## src/rtl/rope_pkg.sv

```systemverilog
// Shared definitions for the rope simulation blocks.
//   COORD_W / FRAC_BITS : Q16.16 signed coordinate format
//   sweep_state_e       : constraint_sweep controller states
//   point_t             : (x, y) coordinate pair shared with enforce_constraint and the integrator
package rope_pkg;

   localparam int unsigned COORD_W   = 32;
   localparam int unsigned FRAC_BITS = 16;

   typedef enum logic [2:0] {
      StIdle,
      StRd0,
      StRd1,
      StRd2,
      StFill,
      StEval,
      StDone
   } sweep_state_e;

   typedef struct packed {
      logic signed [COORD_W-1:0] x;
      logic signed [COORD_W-1:0] y;
   } point_t;

   // The controller is busy from the first read through the final evaluation.
   function automatic logic state_is_busy(input sweep_state_e st);
      return (st != StIdle) && (st != StDone);
   endfunction

endpackage

```

## src/rtl/point_window.sv

```systemverilog
// Three-stage up/cur/down window over consecutive chain points.
//   clk, rst_n          : clock, asynchronous active-low reset (all stages clear to 0)
//   load_up             : up   <- read data
//   load_cur            : cur  <- read data
//   load_down           : down <- read data, or down <- cur when mirror is set
//   shift               : up <- enforced point, cur <- down (down holds)
//   rd_x, rd_y          : RAM read data
//   enf_x, enf_y        : enforced point from the constraint unit
//   up_*, cur_*, down_* : window contents
module point_window #(
   parameter int unsigned DATA_W = 32
) (
   input  logic              clk,
   input  logic              rst_n,
   input  logic              load_up,
   input  logic              load_cur,
   input  logic              load_down,
   input  logic              mirror,
   input  logic              shift,
   input  logic [DATA_W-1:0] rd_x,
   input  logic [DATA_W-1:0] rd_y,
   input  logic [DATA_W-1:0] enf_x,
   input  logic [DATA_W-1:0] enf_y,
   output logic [DATA_W-1:0] up_x,
   output logic [DATA_W-1:0] up_y,
   output logic [DATA_W-1:0] cur_x,
   output logic [DATA_W-1:0] cur_y,
   output logic [DATA_W-1:0] down_x,
   output logic [DATA_W-1:0] down_y
);

   logic [DATA_W-1:0] up_x_q, up_y_q, cur_x_q, cur_y_q, down_x_q, down_y_q;
   logic [DATA_W-1:0] up_x_d, up_y_d, cur_x_d, cur_y_d, down_x_d, down_y_d;

   always_comb begin
      up_x_d   = up_x_q;
      up_y_d   = up_y_q;
      cur_x_d  = cur_x_q;
      cur_y_d  = cur_y_q;
      down_x_d = down_x_q;
      down_y_d = down_y_q;

      // The enforced result becomes the new upper neighbour: Gauss-Seidel order.
      if (load_up) begin
         up_x_d = rd_x;
         up_y_d = rd_y;
      end else if (shift) begin
         up_x_d = enf_x;
         up_y_d = enf_y;
      end

      if (load_cur) begin
         cur_x_d = rd_x;
         cur_y_d = rd_y;
      end else if (shift) begin
         cur_x_d = down_x_q;
         cur_y_d = down_y_q;
      end

      // The last point has no lower neighbour; present it as its own.
      if (load_down) begin
         if (mirror) begin
            down_x_d = cur_x_q;
            down_y_d = cur_y_q;
         end else begin
            down_x_d = rd_x;
            down_y_d = rd_y;
         end
      end
   end

   always_ff @(posedge clk or negedge rst_n) begin
      if (!rst_n) begin
         up_x_q   <= '0;
         up_y_q   <= '0;
         cur_x_q  <= '0;
         cur_y_q  <= '0;
         down_x_q <= '0;
         down_y_q <= '0;
      end else begin
         up_x_q   <= up_x_d;
         up_y_q   <= up_y_d;
         cur_x_q  <= cur_x_d;
         cur_y_q  <= cur_y_d;
         down_x_q <= down_x_d;
         down_y_q <= down_y_d;
      end
   end

   assign up_x   = up_x_q;
   assign up_y   = up_y_q;
   assign cur_x  = cur_x_q;
   assign cur_y  = cur_y_q;
   assign down_x = down_x_q;
   assign down_y = down_y_q;

endmodule

```

## src/rtl/constraint_sweep.sv

```systemverilog
// Sweeps the rope length constraint down the chain of points held in a dual-port RAM.
// Point 0 is the anchor and is never written; every other point is rewritten with the
// constraint unit's result, seeing the already-corrected upper neighbour.
//   clk, rst_n                      : clock, asynchronous active-low reset
//   start                           : begin a run (only honoured while idle)
//   busy, done                      : run in progress / one-cycle completion pulse
//   mem_rd_en, mem_rd_addr          : read port request
//   mem_rd_x, mem_rd_y              : read data, valid the cycle after mem_rd_en
//   mem_wr_en, mem_wr_addr          : write port request
//   mem_wr_x, mem_wr_y              : write data
//   up_*_pos, *_pos, down_*_pos     : window presented to the constraint unit
//   is_last                         : evaluating the final point of the chain
//   x_enforced, y_enforced          : combinational constraint result
module constraint_sweep
   import rope_pkg::*;
#(
   parameter int unsigned N_POINTS   = 16,
   parameter int unsigned ADDR_W     = 4,
   parameter int unsigned DATA_W     = 32,
   parameter int unsigned ITERATIONS = 4
) (
   input  logic              clk,
   input  logic              rst_n,
   input  logic              start,
   output logic              busy,
   output logic              done,
   output logic              mem_rd_en,
   output logic [ADDR_W-1:0] mem_rd_addr,
   input  logic [DATA_W-1:0] mem_rd_x,
   input  logic [DATA_W-1:0] mem_rd_y,
   output logic              mem_wr_en,
   output logic [ADDR_W-1:0] mem_wr_addr,
   output logic [DATA_W-1:0] mem_wr_x,
   output logic [DATA_W-1:0] mem_wr_y,
   output logic [DATA_W-1:0] up_x_pos,
   output logic [DATA_W-1:0] up_y_pos,
   output logic [DATA_W-1:0] x_pos,
   output logic [DATA_W-1:0] y_pos,
   output logic [DATA_W-1:0] down_x_pos,
   output logic [DATA_W-1:0] down_y_pos,
   output logic              is_last,
   input  logic [DATA_W-1:0] x_enforced,
   input  logic [DATA_W-1:0] y_enforced
);

   localparam int unsigned      S_W          = (ITERATIONS > 1) ? $clog2(ITERATIONS) : 1;
   localparam logic [ADDR_W-1:0] LAST_IDX     = ADDR_W'(N_POINTS - 1);
   localparam logic [ADDR_W:0]   LAST_IDX_EXT = (ADDR_W + 1)'(N_POINTS - 1);
   localparam logic [S_W-1:0]    LAST_SWEEP   = S_W'(ITERATIONS - 1);

   sweep_state_e      state_q, state_d;
   logic [ADDR_W-1:0] i_q, i_d;
   logic [S_W-1:0]    s_q, s_d;

   logic [ADDR_W:0] i_plus2;
   logic            at_last;
   logic            rd_ahead;

   logic load_up, load_cur, load_down, mirror, shift;

   // One extra bit so i+2 cannot wrap when the chain fills the address space.
   assign i_plus2  = {1'b0, i_q} + (ADDR_W + 1)'(2);
   assign at_last  = (i_q == LAST_IDX);
   assign rd_ahead = (i_plus2 <= LAST_IDX_EXT);

   // State register
   always_ff @(posedge clk or negedge rst_n) begin
      if (!rst_n) begin
         state_q <= StIdle;
         i_q     <= '0;
         s_q     <= '0;
      end else begin
         state_q <= state_d;
         i_q     <= i_d;
         s_q     <= s_d;
      end
   end

   // Next-state and counters
   always_comb begin
      state_d = state_q;
      i_d     = i_q;
      s_d     = s_q;
      unique case (state_q)
         StIdle: begin
            if (start) begin
               state_d = StRd0;
               i_d     = ADDR_W'(1);
               s_d     = '0;
            end
         end
         StRd0:  state_d = StRd1;
         StRd1:  state_d = StRd2;
         StRd2:  state_d = StFill;
         StFill: state_d = StEval;
         StEval: begin
            if (!at_last) begin
               i_d     = i_q + ADDR_W'(1);
               state_d = StFill;
            end else if (s_q != LAST_SWEEP) begin
               s_d     = s_q + S_W'(1);
               i_d     = ADDR_W'(1);
               state_d = StRd0;
            end else begin
               state_d = StDone;
            end
         end
         StDone:  state_d = StIdle;
         default: state_d = StIdle;
      endcase
   end

   // Outputs and window controls
   always_comb begin
      busy        = state_is_busy(state_q);
      done        = 1'b0;
      mem_rd_en   = 1'b0;
      mem_rd_addr = '0;
      mem_wr_en   = 1'b0;
      mem_wr_addr = '0;
      mem_wr_x    = '0;
      mem_wr_y    = '0;
      is_last     = 1'b0;
      load_up     = 1'b0;
      load_cur    = 1'b0;
      load_down   = 1'b0;
      mirror      = 1'b0;
      shift       = 1'b0;
      unique case (state_q)
         StRd0: begin
            mem_rd_en   = 1'b1;
            mem_rd_addr = ADDR_W'(0);
         end
         StRd1: begin
            load_up     = 1'b1;
            mem_rd_en   = 1'b1;
            mem_rd_addr = ADDR_W'(1);
         end
         StRd2: begin
            load_cur    = 1'b1;
            mem_rd_en   = 1'b1;
            mem_rd_addr = ADDR_W'(2);
         end
         StFill: begin
            load_down = 1'b1;
            mirror    = at_last;
         end
         StEval: begin
            mem_wr_en   = 1'b1;
            mem_wr_addr = i_q;
            mem_wr_x    = x_enforced;
            mem_wr_y    = y_enforced;
            is_last     = at_last;
            shift       = 1'b1;
            // Read address i+2 never collides with write address i.
            if (rd_ahead) begin
               mem_rd_en   = 1'b1;
               mem_rd_addr = i_plus2[ADDR_W-1:0];
            end
         end
         StDone:  done = 1'b1;
         default: ;
      endcase
   end

   point_window #(
      .DATA_W (DATA_W)
   ) u_window (
      .clk       (clk),
      .rst_n     (rst_n),
      .load_up   (load_up),
      .load_cur  (load_cur),
      .load_down (load_down),
      .mirror    (mirror),
      .shift     (shift),
      .rd_x      (mem_rd_x),
      .rd_y      (mem_rd_y),
      .enf_x     (x_enforced),
      .enf_y     (y_enforced),
      .up_x      (up_x_pos),
      .up_y      (up_y_pos),
      .cur_x     (x_pos),
      .cur_y     (y_pos),
      .down_x    (down_x_pos),
      .down_y    (down_y_pos)
   );

endmodule
```

## config.mk

```make
export PLATFORM = sky130hd
export DESIGN_NAME = constraint_sweep
export DESIGN_NICKNAME = d
export VERILOG_FILES = /design/src/rtl/rope_pkg.sv /design/src/rtl/point_window.sv /design/src/rtl/constraint_sweep.sv
export SDC_FILE = /design/constraint.sdc
export NUM_CORES = 1
export LEC_CHECK = 0
export CORE_MARGIN = 1.5
export CORE_UTILIZATION = 44
export DETAILED_ROUTE_END_ITERATION = 10
export PLACE_DENSITY = 0.85
export SYNTH_ARGS = -nofsm -noshare
export SYNTH_HDL_FRONTEND = slang
export SYNTH_HIERARCHICAL = 1
export SYNTH_SLANG_ARGS = --single-unit
export TNS_END_PERCENT = 30
```

## constraint.sdc

```tcl
create_clock -name clk -period 2.43 [get_ports clk]
set_clock_uncertainty 0.2 [all_clocks]
set_input_delay 0.243 -clock clk [delete_from_list [all_inputs] [get_ports clk]]
set_output_delay 0.243 -clock clk [all_outputs]
set_load 0.05 [all_outputs]
```

Word level (Yosys, flattened, before mapping) --
Cells that the tools add are included.
Operators by class: add/sub/neg operators 3, magnitude comparators 1, equality and inequality tests 13, mux-type cells 36, reductions and logical operators 9
Operators by type and width (count):
- $mux 32 | 12
- $mux 4 | 5
- $pmux 3 s6 | 1
- $pmux 4 s3 | 1
- $eq 3x3->1 const B | 3
- $mux 3 | 3
- $mux 1 | 8
- $ne 2x2->1 const B | 4
- $pmux 4 s2 | 1
- $eq 3x2->1 const B | 2
- $mux 2 | 3
- $ne 3x3->1 const B | 2
- $reduce_bool 2->1 | 3
- $add 4x2->5 const B | 1
- $le 5x4->1 const B | 1
- $add 4x1->4 const B | 1
- $eq 4x4->1 const B | 1
- $pmux 2 s2 | 1
- $reduce_and 4->1 | 1
- $eq 3x1->1 const B | 1
- $logic_not 3->1 | 1
- $reduce_and 3->1 | 1
- $reduce_bool 3->1 | 1
- $reduce_or 3->1 | 1
- other kinds (3) | 3
Word-level totals: bits in registers 201, input port bits 131, output and inout port bits 269

Logic depth before layout (Yosys ltp) --
word-level depth 4, mapped depth 9, depth with buffers taken out 5

Cells and area by module --
The synthesis kept the hierarchy.
Modules (own cells, without submodules):
- point_window | instances 1, cells each 831, area an instance 8921.1 um2, sequential area each 4804.6 um2
- constraint_sweep | instances 1, cells each 158, area an instance 1177.4 um2, sequential area each 225.2 um2

Worst setup path after synthesis --
OpenSTA, ideal clock, no wires.
kind register to output, start point register i_q[1], end point output mem_rd_addr[2], arrival 2.534 ns, data required time 1.987 ns, path slack -0.547 ns, cell stages (with the launch flop) 6, path buffers 0, cells stage by stage dfrtp_1 -> inv_1 -> ha_1 -> nor2b_1 -> nor3_1 -> nor4_1
On the way: word-level cells in the longest chain between the ends 4
Ends and longest elaborated chain:
- from (decl) | RTL line constraint_sweep.sv:52 | logic [ADDR_W-1:0] i_q, i_d;
- from (signal assigned) | RTL line constraint_sweep.sv:74 | i_q <= i_d;
- $add 4x2->5 * | RTL line constraint_sweep.sv:62 | assign i_plus2 = {1'b0, i_q} + (ADDR_W + 1)'(2);
- $le 5x4->1 | RTL line constraint_sweep.sv:64 | assign rd_ahead = (i_plus2 <= LAST_IDX_EXT);
- $mux 4 * | RTL line constraint_sweep.sv:156 | if (rd_ahead) begin
- $pmux 4 s3 * | RTL line constraint_sweep.sv:129 | unique case (state_q)
- to (decl) | RTL line constraint_sweep.sv:28 | output logic [ADDR_W-1:0] mem_rd_addr,
Mark *: on every way between the ends. The rest lies on a longest branch, timed or not.

Worst setup path in the final report --
start point register state_q[2], end point output mem_rd_addr[2]
On the way: word-level cells in the longest chain between the ends 2, elaborated cells on any way between the ends 4, those cells by class eq/ne: 3; mux: 1
Ends and longest elaborated chain:
- from (decl) | RTL line constraint_sweep.sv:51 | sweep_state_e state_q, state_d;
- from (signal assigned) | RTL line constraint_sweep.sv:69 | state_q <= StIdle;
- from (signal assigned) | RTL line constraint_sweep.sv:73 | state_q <= state_d;
- $eq 3x3->1 / $eq 3x2->1 (equally long branches) | RTL line constraint_sweep.sv:129
- $pmux 4 s3 * | RTL line constraint_sweep.sv:129
Marks and branches as above.

==> summary.txt <==
Worst setup path
  – Worst path cell trace: nand3b_1 > buf_6 > buf_8 > nor4_4 > clkbuf_16
  – Crit end category: output pin
  – CP Launch Type: flop
  – Slowest CP cell: dfrtp_2
  – Worst R2R Setup Slack: -0.01 ns
  – Worst Path Required: 1.99 ns
  – Worst path max stage delay: 0.47 ns
  – Crit Path Max Fanout: 10
  – Worst path arrival time: 2.06 ns
  – CP Class: flop to output pin

Clock network
  – Clock sinks: 201
  – Max H-tree Level: 1
  – Clock Latency Late Sink: 0.50 ns
  – Max Root-Sink Buffers: 3
  – Root buf cell: clkbuf_16
  – CTS Buf Count: 22
  – Worst-path clk slew: 0.06 ns
  – CTS tree: done

Floorplanning
  – Die extent in x: 154 um
  – I/O pin cnt: 400
  – Full die area: 23,900 sq um
  – Starting density of the core: 0.447
  – Die H: 154 um
  – Core footprint: 22,600 sq um
  – FP Rows: 55

Power and ir drop
  – Switching pwr: 12.5 mW
  – Pwr/cell area: 1520 nW/um^2
  – Int Pwr: 12.5 mW
  – Seq pwr share: 0.249
  – Comb power frac: 0.611
  – Sw Share: 0.500
  – Power Total: 25.1 mW
  – Pleak: 6.42 nW
  – Worst ir drop on vdd: 0.890 mV
  – Clock share of power: 0.140

Yosys
  – Synth cell types: 40
  – Syn Inst Count: 989
  – Top_reg_cell synth: dfrtp_1
  – Syn nets: 1,125
  – Mapped Avg Cell Area: 10.2 sq um
  – Number of synthesized flops with an enable pin: 0
  – Sequential element share of the synthesized area: 0.498
  – Seq cells post-synth: 201
  – Cell Area, Synth: 10,100 sq um
  – Async S/R FF share, synth: 1.00
  – Synth warn: 6

Placed design
  – Port bufs: 399
  – Dpl ws: 0.189 ns
  – RD Place Congestion: 0.877
  – Dpl cells: 1,634
  – DP HPWL: 22,900 um

Min path
  – HP Class: input pin to async pin

Drt
  – Drt first pass iters: 5
  – Initial DRC count: 408
  – Via density: 5.44
  – Final ANT Viol Nets: 0
  – Routed wire length: 34,600 um
  – Via Count: 9,265
  – Routed WL per cell: 20.4 um
  – # DRC: 0

GRT
  – GRT Util Overall: 0.266
  – GR peak layer: met2
  – Met1 global-route usage: 0.303
  – Initial antenna violation count: 0
  – Grt ovf: 0
  – First-pass GRT wire length: 50,700 um
  – Grt met3 use: 0.0580
  – Vias in the first global route: 9,313
  – Largest net degree at the start of global routing: 67
  – Grt met2 use: 0.483

Timing
  – Minimum clock period: 2.50 ns
  – Rel. slew slack: 0.572
  – Fin. Hold Viols: 0
  – Setup-failing EPs final: 69
  – RSZ-0062 raised after global routing: true
  – Worst-Margin Slew: 0.640 ns
  – Setup slack after layout: -0.0719 ns
  – Tcrit/Tclk final: 1.03
  – Max Clock Freq: 400 MHz
  – Final max-slew violation count: 0
  – Final Hold Slack: 0.114 ns

Layout
  – # diodes: 0
  – Layout fillers: 1,448
  – Layout area overhead: 63.4%
  – Fin cells: 1,702
  – Layout cells sized above 1: 0.191
  – Fin nets: 1,537

Flow run
  – Max-Cap Viols: 0

Run status
  – Status: finished with violations
  – Failing checks: negative setup slack
## sequential cells by signal (all words and copies together), names as in the netlist
name,count
state_q,3
u_window/cur_x,32
u_window/up_x,32
i_q,4
u_window/up_y,32
u_window/down_y,32
s_q,2
u_window/down_x,32
u_window/cur_y,32
## critical path, delay by kind of cell, from the launching register on
kind | cells | cell delay (ns)
buf+inv | 3 | 0.57
simple gates | 2 | 0.52
flops | 1 | 0.47
## through the flow
stage / area [sq um] / setup TNS, ns / util
3_3_place_gp: 15100 / 0 / 0.669
5_1_grt: 16500 / -6.07 / 0.731
6_report: 16500 / -1.82 / 0.731
4_1_cts: 16100 / -0.0903 / 0.714
3_5_place_dp: 15100 / 0 / 0.669
2_1_floorplan: 10100 / -0.579 / -
## per-layer routing
metal / part of all wire / vias to the layer above
met5: 0 / -
met4: 0.041 / 0
li1: - / 4205
met3: 0.072 / 92
met1: 0.37 / 4535
met2: 0.52 / 433
## cell usage after synthesis (2+ instances only)
cell type,number,area share
buf_12,13,0.026
a21oi_1,66,0.033
nand3b_1,4,0.0030
and3_1,2,0.0012
nor3_1,2,0.00099
o22ai_1,2,0.0012
ha_1,5,0.0062
buf_1,4,0.0015
and2_1,67,0.042
clkbuf_1,34,0.013
xnor2_1,2,0.0017
nand2_1,136,0.051
mux2i_1,195,0.19
nor2_1,71,0.026
buf_6,8,0.0089
dfrtp_1,201,0.50
inv_1,4,0.0015
o21ai_0,12,0.0059
nor2b_1,4,0.0025
nand2b_1,3,0.0019
buf_2,11,0.0055
o21ai_1,120,0.059
clkbuf_2,5,0.0025
buf_4,2,0.0015
## cell families (layout without fill, tap and decap cells)
logic type	count (synthesis)	after routing	synth area share
buf+inv	82	510	0.0601
xor+xnor	2	2	0.00173
fa+ha+maj	5	5	0.00620
mux	195	195	0.193
simple gates	296	296	0.134
compound gates	208	208	0.107
flops	201	201	0.498
## timing repair
item                                    4_1_cts  5_1_grt
hold buffers                                  1        0
cloned                                        2        4
endpoints found under the setup margin       69       68
hold endpoints to repair                     87        0
gates resized for setup                      28       78
setup buffers                                 9       12
pin swaps                                     2       29
## final cells by class
| cell class | count | area (sq um) | area share |
|---|---|---|---|
| clock buffer | 30 | 662 | 0.0401 |
| clock inverter | 10 | 114 | 0.00690 |
| inverter | 5 | 52.6 | 0.00318 |
| multi-input combinational | 706 | 4740 | 0.287 |
| sequential | 201 | 5030 | 0.305 |
| tap | 285 | 357 | 0.0216 |
| timing repair buffer | 462 | 5510 | 0.334 |
| timing repair inverter | 3 | 33.8 | 0.00205 |
## power by group through the flow
stage	logic, mW	clock network, mW	registers [mW]
floorplan	3.99	0	11.4
global placement	14.3	0	6.15
detailed placement	14.6	0	6.24
CTS	14.9	3.57	6.22
global route	15.9	3.71	6.43
finish	15.3	3.50	6.24
## final timing paths
kind,startpoint,depth (start not counted),end
worst max-delay path,state_q[2]$_DFFE_PN0P_,5,mem_rd_addr[2]
worst min-delay path,rst_n,2,u_window/up_y[3]$_DFFE_PN0P_
worst max register to register,state_q[1]$_DFFE_PN0P_,8,u_window/down_y[30]$_DFFE_PN0P_
min in group clk,mem_rd_x[7],3,u_window/up_x[7]$_DFFE_PN0P_
max in group asynchronous,rst_n,3,u_window/up_y[31]$_DFFE_PN0P_
worst min register to register,s_q[0]$_DFFE_PN0P_,1,s_q[0]$_DFFE_PN0P_
## layout by cell type, fill, tap and decap left out, types with 4 or more instances in the layout
cell and count:
clkdlybuf4s50_1 321, dfrtp_1 197, mux2i_1 195, nand2_1 135
o21ai_1 120, buf_12 86, nor2_1 68, a21oi_1 66
and2_4 64, buf_4 41, clkbuf_16 26, o21ai_0 12
clkbuf_8 7, nand3b_1 4, clkinv_2 4, dfrtp_2 4
No activity file was read; power rests on OpenSTA's default activity.
==> edit (same flow settings) <==
Set the parameter `ITERATIONS` to 8 (it was 4).
--- a/src/rtl/constraint_sweep.sv
+++ b/src/rtl/constraint_sweep.sv
@@ -17,7 +17,7 @@
    parameter int unsigned N_POINTS   = 16,
    parameter int unsigned ADDR_W     = 4,
    parameter int unsigned DATA_W     = 32,
-   parameter int unsigned ITERATIONS = 4
+   parameter int unsigned ITERATIONS = 8
 ) (
    input  logic              clk,
    input  logic              rst_n,
Check against the original RTL: same outputs for any inputs over 4 cycles, from zero or initial values and one cycle with rst_n low; that may be too few to reach the edited logic, so the function may still have changed.
==> edit against the unedited design <==
- the run still ends with negative setup slack left
- power up 0.40%
- routed wire length down 2.4%
- sequential cell count increased by 1
- sequential power about the same
- cell area shrank 1.0%
- synthesized area grew 0.51%
- setup slack got worse by 0.065 ns
- highest routed layer unchanged
==> edit: results (changes against the unedited design) <==
synthesis:
  syn-num-nets: 1128  # +0.27%
  synth_top_cells_by_count: "sky130_fd_sc_hd__dfrtp_1, sky130_fd_sc_hd__mux2i_1, sky130_fd_sc_hd__nand2_1, sky130_fd_sc_hd__o21ai_1, sky130_fd_sc_hd__nor2_1"
  ys_top_cells_by_area: "sky130_fd_sc_hd__dfrtp_1, sky130_fd_sc_hd__mux2i_1, sky130_fd_sc_hd__o21ai_1"
  synth.yosys.seq_area_share_pct: 49.8  # about the same
  async_flop_share_pct: 100  # unchanged
  netlist_cell_types: 42  # +5.0%
critical_path:
  r2r_end: "u_window/down_x[16]"
  flop2flop_setup_slack_ns: 0.02  # +0.03 ns
  timing.critical_path.fanout_max: 3  # -7
  crit_arrival_ns: 2.12  # +0.06 ns
  cpPeakStageDelay_ns: 0.44  # -0.03 ns
  regToRegStartpoint: "i_q[1]"
  worst_path_dominant_cell_family: "simple AND/OR/NAND/NOR gates"
  slowest_stage: "sky130_fd_sc_hd__dfrtp_1"
place:
  gp_congestion: 0.854  # -2.6%
  post-dp-hpwl_um: 23300  # +2.1%
  total_placed_instance_area_um2: 15200  # +0.82%
  place_worst_setup_slack_ns: 0.0777  # -0.111 ns
grt:
  grt_first_pass_wirelength_um: 52000  # +2.6%
  via_count_of_the_first_global_routing_pass: 9512  # +2.1%
  grt_start_max_net_pins: 71  # +6.0%
  grt_usage_pct: 27.4  # +0.81 points
pwr:
  ir_drop_mv: 1.08  # +21%
  p_leak_nw: 6.31  # -1.7%
detailed_routing:
  wl_um: 33800  # -2.4%
  dr_total_vias: 9231  # -0.37%
  tritonroute_pass_1_iters: 5  # unchanged
  drtIter0Drc: 450  # +10%
layout:
  numnets_final: 1541  # +0.26%
  drive_gt1_share_pct: 14.6  # -4.5 points
  number_of_filler_cells_placed_in_the_layout: 1525  # +5.3%
clock_tree:
  cts.reportedPaths.clkPinSlew_ns: 0.06  # about the same
  numCtsBuffers: 23  # +4.5%
timing:
  final.setup.worst_slack_ns: -0.137  # -0.0650 ns
  timing.max_slew.rel_slack_pct: 57.2  # about the same
  setup_viol: 6  # -91%
status:
  outcome: "finished, violations left"
  failed_checks: "negative setup slack"
==> edit: cell count changes in the layout (fill, tap and decap cells not counted), sizes merged, moves of 2 or more <==
cell    change
nor2b       -3
inv         +4
nor4        +2
buf         +3
nand3b      -2
nand2       +3
clkinv      -4
==> edit: kinds of logic after synthesis <==
kind of cell             Yosys count  share of synthesized area, %
AO/OA/AOI/OAI                    206                          10.5
XOR/XNOR                           1                        0.0863
adder cells (fa/ha/maj)            6                         0.740
buffers and inverters             81                          5.99
flip-flops                       202                          49.8
multiplexers                     196                          19.3
AND/OR/NAND/NOR                  299                          13.6
==> edit: worst max path at each step <==
| stage | startpoint | to | cells after the start |
|---|---|---|---|
| after floorplan | i_q[1] | mem_rd_addr[2] | 5 |
| after global placement | i_q[1] | u_window/down_x[9] | 7 |
| after detailed placement | state_q[2] | u_window/down_x[16] | 6 |
| after CTS | i_q[1] | mem_rd_addr[3] | 7 |
| after global routing | i_q[1] | mem_rd_addr[1] | 8 |
| final | i_q[1] | mem_rd_addr[3] | 7 |
==> edit: area by class of cell <==
type / instances / area [µm²] / area share (%)
timing repair inverter: 2 / 12.5 / 0.0766
sequential: 202 / 5060 / 31.0
clock buffer: 32 / 649 / 3.98
tap: 285 / 357 / 2.18
clock inverter: 9 / 130 / 0.797
timing repair buffer: 461 / 5440 / 33.3
inverter: 6 / 32.5 / 0.199
multi-input combinational: 708 / 4660 / 28.5
==> edit: timing repair <==
| item | in CTS | in global routing |
|---|---|---|
| hold buffers | 1 | 0 |
| resized for setup | 27 | 8 |
| hold endpoints to repair | 103 | 0 |
| setup endpoints to repair | 71 | 67 |
| pin swaps | 6 | 2 |
| gates cloned | 2 | 1 |
| setup buffers | 12 | 3 |
==> edit: stage by stage <==
stage                     setup TNS, ns  util (%)  std cells  hold slack (ns)
final                            -0.606      72.2       1705            0.110
after global routing             -0.973      72.2       1705            0.150
after CTS                        -0.170      71.8       1701            0.123
after detailed placement              0      67.2       1645            0.104
after global placement                0      67.2       1645           0.0990
after floorplan                   -1.45         -        991           -0.253
==> edit: metal layers <==
layer	wire, µm	share of wire [%]	up-vias	GRT usage, %
li1	-	-	4233	-
met4	1180	3.5	0	9.75
met3	2590	7.7	86	6.80
met5	0	0	-	0
met1	12600	37	4484	31.3
met2	17500	52	428	49.6
==> edit: report_power, final <==
part           switching, mW  internal, mW  leakage (nW)  total (mW)
clock network           1.41          2.19         0.387        3.59
registers               1.23          5.02          2.36        6.25
logic                   9.99          5.33          3.57        15.3
